===== config.mk =====
export PLATFORM = sky130hd
export DESIGN_NAME = control_unit
export DESIGN_NICKNAME = d
export VERILOG_FILES = /design/src/rtl/cpu_pkg.sv /design/src/rtl/cs_decode.sv /design/src/rtl/control_unit.sv
export SDC_FILE = /design/constraint.sdc
export NUM_CORES = 1
export LEC_CHECK = 0
export ABC_AREA = 1
export BUFFER_PORTS_ARGS = -buffer_cell sky130_fd_sc_hd__buf_2
export CAP_MARGIN = 20
export CORE_MARGIN = 2
export CORE_UTILIZATION = 39
export DETAILED_ROUTE_END_ITERATION = 12
export GPL_TIMING_DRIVEN = 0
export PLACE_DENSITY = 0.71
export SKIP_LAST_GASP = 1
export SLEW_MARGIN = 20
export SYNTH_ARGS = -nofsm -noshare
export SYNTH_HDL_FRONTEND = slang
export SYNTH_HIERARCHICAL = 1
export SYNTH_SLANG_ARGS = --single-unit

===== constraint.sdc =====
create_clock -name CLK -period 2.4 [get_ports CLK]
set_input_delay 0.48 -clock CLK [delete_from_list [all_inputs] [get_ports CLK]]
set_output_delay 0.48 -clock CLK [all_outputs]
set_load 0.02 [all_outputs]

===== src/rtl/cpu_pkg.sv =====
// Shared definitions for the 8-bit datapath: control-word bit map, opcodes and
// the sequencer state encoding.
package cpu_pkg;

  localparam int CS_W = 28;

  localparam int CS_ADD      = 0;
  localparam int CS_COMP     = 1;
  localparam int CS_SUB      = 2;
  localparam int CS_XORR     = 3;
  localparam int CS_ANDD     = 4;
  localparam int CS_ORR      = 5;
  localparam int CS_PC_OUT   = 6;
  localparam int CS_PC_INC   = 7;
  localparam int CS_PC_IN    = 8;
  localparam int CS_MAR_IN   = 9;
  localparam int CS_MEM_RD   = 10;
  localparam int CS_IR_IN    = 11;
  localparam int CS_ACC_IN   = 12;
  localparam int CS_ACC_OUT  = 13;
  localparam int CS_Z_OUT    = 25;
  localparam int CS_FLAG_OUT = 26;

  localparam logic [3:0] OP_NOP = 4'h0;
  localparam logic [3:0] OP_ADD = 4'h1;
  localparam logic [3:0] OP_SUB = 4'h2;
  localparam logic [3:0] OP_CMP = 4'h3;
  localparam logic [3:0] OP_XOR = 4'h4;
  localparam logic [3:0] OP_AND = 4'h5;
  localparam logic [3:0] OP_OR  = 4'h6;
  localparam logic [3:0] OP_LDI = 4'h7;
  localparam logic [3:0] OP_JMP = 4'h8;
  localparam logic [3:0] OP_JZ  = 4'h9;
  localparam logic [3:0] OP_HLT = 4'hF;

  typedef enum logic [2:0] {
    ST_BOOT,
    ST_FETCH0,
    ST_FETCH1,
    ST_DECODE,
    ST_OPRD,
    ST_WB,
    ST_HALT
  } state_e;

  // Instructions that finish in DECODE without reading an immediate byte.
  function automatic logic skips_operand(input logic [3:0] op, input logic zf);
    return (op == OP_NOP) || (op inside {[4'hA:4'hE]}) || ((op == OP_JZ) && !zf);
  endfunction

  // ALU ops whose result is written back through Z; CMP only updates flags.
  function automatic logic needs_wb(input logic [3:0] op);
    return op inside {OP_ADD, OP_SUB, OP_XOR, OP_AND, OP_OR};
  endfunction

endpackage


===== src/rtl/cs_decode.sv =====
// Combinational control-word generator: maps sequencer state, latched opcode,
// zero flag and memory handshake onto the one-hot-per-function control bus.
module cs_decode
  import cpu_pkg::*;
#(
  parameter int SZ = CS_W
) (
  input  state_e          state,
  input  logic [3:0]      opcode,
  input  logic            zf,
  input  logic            mem_ready,
  output logic [SZ-1:0]   cs_bus,
  output logic            halt
);

  always_comb begin
    cs_bus = '0;
    halt   = 1'b0;
    unique case (state)
      ST_FETCH0: begin
        cs_bus[CS_PC_OUT] = 1'b1;
        cs_bus[CS_MAR_IN] = 1'b1;
      end
      ST_FETCH1: begin
        cs_bus[CS_MEM_RD] = 1'b1;
        if (mem_ready) begin
          cs_bus[CS_IR_IN]  = 1'b1;
          cs_bus[CS_PC_INC] = 1'b1;
        end
      end
      ST_DECODE: begin
        if (opcode == OP_HLT) begin
          cs_bus = '0;
        end else if (skips_operand(opcode, zf)) begin
          cs_bus[CS_PC_INC] = 1'b1;
        end else begin
          cs_bus[CS_PC_OUT] = 1'b1;
          cs_bus[CS_MAR_IN] = 1'b1;
        end
      end
      ST_OPRD: begin
        cs_bus[CS_MEM_RD] = 1'b1;
        // A JZ only reaches OPRD when taken, so pc_in needs no zf term here.
        if (mem_ready) begin
          cs_bus[CS_PC_INC] = 1'b1;
          case (opcode)
            OP_ADD:         cs_bus[CS_ADD]    = 1'b1;
            OP_SUB:         cs_bus[CS_SUB]    = 1'b1;
            OP_CMP:         cs_bus[CS_COMP]   = 1'b1;
            OP_XOR:         cs_bus[CS_XORR]   = 1'b1;
            OP_AND:         cs_bus[CS_ANDD]   = 1'b1;
            OP_OR:          cs_bus[CS_ORR]    = 1'b1;
            OP_LDI:         cs_bus[CS_ACC_IN] = 1'b1;
            OP_JMP, OP_JZ:  cs_bus[CS_PC_IN]  = 1'b1;
            default:        cs_bus[CS_PC_INC] = 1'b1;
          endcase
        end
      end
      ST_WB: begin
        cs_bus[CS_Z_OUT]  = 1'b1;
        cs_bus[CS_ACC_IN] = 1'b1;
      end
      ST_HALT: halt = 1'b1;
      default: cs_bus = '0;
    endcase
  end

endmodule


===== src/rtl/control_unit.sv =====
// Hardwired fetch/decode sequencer: holds the state register and latched
// opcode, computes the next state, and delegates the control word to cs_decode.
module control_unit
  import cpu_pkg::*;
#(
  parameter int SZ = CS_W
) (
  input  logic          CLK,
  input  logic          RST_N,
  input  logic [7:0]    ibus,
  input  logic          mem_ready,
  input  logic          zf,
  output logic [SZ-1:0] CS_bus,
  output logic          halt
);

  state_e     state_q, state_d;
  logic [3:0] opcode_q, opcode_d;

  always_ff @(posedge CLK or negedge RST_N) begin
    if (!RST_N) begin
      state_q  <= ST_BOOT;
      opcode_q <= OP_NOP;
    end else begin
      state_q  <= state_d;
      opcode_q <= opcode_d;
    end
  end

  always_comb begin
    state_d  = state_q;
    opcode_d = opcode_q;
    unique case (state_q)
      ST_BOOT:   state_d = ST_FETCH0;
      ST_FETCH0: state_d = ST_FETCH1;
      ST_FETCH1: begin
        if (mem_ready) begin
          opcode_d = ibus[7:4];
          state_d  = ST_DECODE;
        end
      end
      // zf is consulted here only; a later flag change cannot redirect a JZ.
      ST_DECODE: begin
        if (opcode_q == OP_HLT)                state_d = ST_HALT;
        else if (skips_operand(opcode_q, zf))  state_d = ST_FETCH0;
        else                                   state_d = ST_OPRD;
      end
      ST_OPRD: begin
        if (mem_ready) state_d = needs_wb(opcode_q) ? ST_WB : ST_FETCH0;
      end
      ST_WB:   state_d = ST_FETCH0;
      ST_HALT: state_d = ST_HALT;
      default: state_d = ST_BOOT;
    endcase
  end

  cs_decode #(.SZ(SZ)) u_cs_decode (
    .state     (state_q),
    .opcode    (opcode_q),
    .zf        (zf),
    .mem_ready (mem_ready),
    .cs_bus    (CS_bus),
    .halt      (halt)
  );

endmodule


==> flow_summary.yaml <==
clocking:
  cts_tree: "yes"
  cts_resized: 0
  clkTransAtPathRegs_ps: 60
  cts_setup_buffers: 0
  cts_made_buffers: 3
  cts_root_buffer: "clkbuf_4"
  holdBufCountCts: 0
  htreeDepth: 1
  clk_path_buf_depth: 2
  cts.sinks: 7
  worstSkewPairLatency_ps: 260
synthesis:
  synth-main-ff-cell: "dfrtp_1"
  synth-seq-area-share_pct: 22.8
  synth_compound_area_share_pct: 5.20
  yosysWarnings: 6
  yosys.area_share.simple_pct: 46.7
  ys_seq_elements: 7
  synth-xor-area-share_pct: 0
  synth.distinct_cells: 19
  synthAdderAreaFrac_pct: 0
  synthArstFlopShare_pct: 100
  synth_top_area_cell: "dfrtp_1"
  yosys-top-cells-area: "dfrtp_1, buf_4, nand2_1"
  synth_top_family_by_area: "simple AND/OR/NAND/NOR gates"
  synth_edf_count: 0
  yosysTopAreaCellShare_pct: 22.8
  synthCells: 125
  yosysMostFrequentCell: "nand2_1"
  syn_avg_cell_area_um2: 6.16
  synth.mux.area_fraction_pct: 0
  synth_commonest_cells: "nand2_1, inv_1, nor2_1"
  syn-cell-area_um2: 769
min_path:
  holdCritPathClass: "in -> async"
pwr:
  power_density_nw_per_um2: 1040
  ir_worst_vdd_v: 0.000499
  p_leak_nw: 0.613
worst_setup_path:
  r2r-end: "state_q[2]"
  path_cells: "inv_1 > nand2_1 > nand3_1 > nand4_1 > nand2_1 > buf_4 > buf_2"
  crit_fanout: 8
  path_common_cell: "nand2_1"
  cp-start-kind: "flip-flop"
  rr_worst_depth: 6
  worstSetupStartpoint: "opcode_q[1]"
  critPathMaxStageDelay_ps: 490
  ff2ff_setup_slack_ps: 1180
  crit_slowest_cell: "dfrtp_1"
  endpoint: "CS_bus[9]"
  worstSetupPathDepth: 7
  arrival_ps: 1550
  cp_num_buf_inv: 3
  crit_path_end_kind: "output port"
  required_ps: 1920
  cp_top_family: "flip-flops"
  path_class: "reg -> out"
  reg2reg_from: "opcode_q[0]"
timing:
  setup_viol: 0
  fin_crit_ps: 2030
  rsz0062_at_grt: "false"
  period_share_pct: 84.6
  clock.fmax_ghz: 0.493
  tns_ps: 0
  hold_viol: 0
  skew_ps: 6.82
  drv_slew: 0
detailed_routing:
  drtIter0Drc: 12
  top_layer: "met4"
  wl_per_cell_um: 8.71
  totalWireLength_mm: 1.66
  drc: 0
  wl_met2_um: 838
  met3WireLength_um: 106
  drt-met1-wl_um: 681
  first_pass_iters: 4
  ant_nets: 0
  via_per_inst: 4.38
  vias: 836
place:
  io_buffers: 22
  dp_hpwl_mm: 1.38
  place.gp.congestion: 0.807
global_routing:
  grt_pass1_wl_mm: 2.79
  overflow: 0
  grt_pass1_vias: 699
  antenna_found_initial: 0
  grt_usage_pct: 15.0
  grt_max_degree: 11
die:
  start_util_pct: 40.5
  die_w_um: 48.4
  io_pins: 41
  rows: 16
  die_h_um: 48.4
  coreArea_um2: 1900
  die_area_um2: 2340
layout:
  final_nets: 177
  area_growth_pct: 28.5
  drive_gt1_share_pct: 33.5
  diodes: 0
  utilization_pct: 52.0
flow_run:
  cap_violations: 0
outcome:
  status: "complete, no violations"
## power breakdown
group / total (W) / internal, W / switching [W] / leakage, nW
clock network: 0.000109 / 0.0000636 / 0.0000453 / 0.0150
registers: 0.000286 / 0.000171 / 0.000115 / 0.0835
logic: 0.000633 / 0.000234 / 0.000399 / 0.515
## how the worst min path moves through the flow
stage | from | endpoint | slack [ps] | cells past startpoint
3_5_place_dp | RST_N | state_q[1] | 320 | 1
4_1_cts | RST_N | state_q[1] | 40 | 1
2_1_floorplan | RST_N | opcode_q[0] | 180 | 0
5_1_grt | RST_N | state_q[1] | 40 | 1
3_3_place_gp | RST_N | state_q[1] | 320 | 1
6_report | RST_N | state_q[0] | 50 | 1
## registers in the layout, indices dropped and copies added (netlist names)
register,cells
opcode_q,4
state_q,3
## cells by family after synthesis
logic type             count (synthesis)
flip-flops                             7
other                                  1
buffers and inverters                 36
AND/OR/NAND/NOR                       76
AO/OA/AOI/OAI                          5
## layout by cell type, fill, tap and decap left out
| cell | count |
|---|---|
| nor4_1 | 1 |
| a21oi_1 | 3 |
| inv_1 | 18 |
| nor2_4 | 1 |
| o21bai_4 | 1 |
| clkbuf_4 | 3 |
| o22ai_1 | 1 |
| inv_2 | 3 |
| buf_2 | 22 |
| nand4_1 | 3 |
| dfrtp_1 | 7 |
| nor3_2 | 2 |
| nand2_1 | 30 |
| nor2_1 | 18 |
| clkbuf_1 | 1 |
| nand3_2 | 2 |
| conb_1 | 14 |
| nand3_1 | 11 |
| nand2_2 | 4 |
| buf_4 | 15 |
| nor3_1 | 2 |
| nor2_2 | 2 |
## metal layers
layer  vias to the layer above  track usage, %
met2                        28            25.2
met5                         -               0
met4                         0            11.9
met3                         6            2.47
met1                       364            16.9
li1                        438               -
## final cells by class
type | count | area [µm²]
Fill cell | 214 | 913
Multi-Input combinational cell | 95 | 452
Sequential cell | 7 | 175
Buffer | 15 | 113
Timing Repair Buffer | 22 | 110
Inverter | 21 | 78.8
Tap cell | 27 | 33.8
Clock buffer | 4 | 26.3
## per-stage QoR
stage | area, µm² | total power (W) | worst slack, ps | instances | hold WS [ps]
2_1_floorplan | 818 | 0.000774 | 613 | 138 | 184
3_3_place_gp | 962 | 0.000902 | 654 | 187 | 319
3_5_place_dp | 962 | 0.000922 | 618 | 187 | 323
4_1_cts | 988 | 0.00104 | 337 | 191 | 43.4
5_1_grt | 988 | 0.00115 | 190 | 191 | 44.8
6_report | 988 | 0.00103 | 371 | 191 | 47.2
No activity file was read; power rests on OpenSTA's default activity.
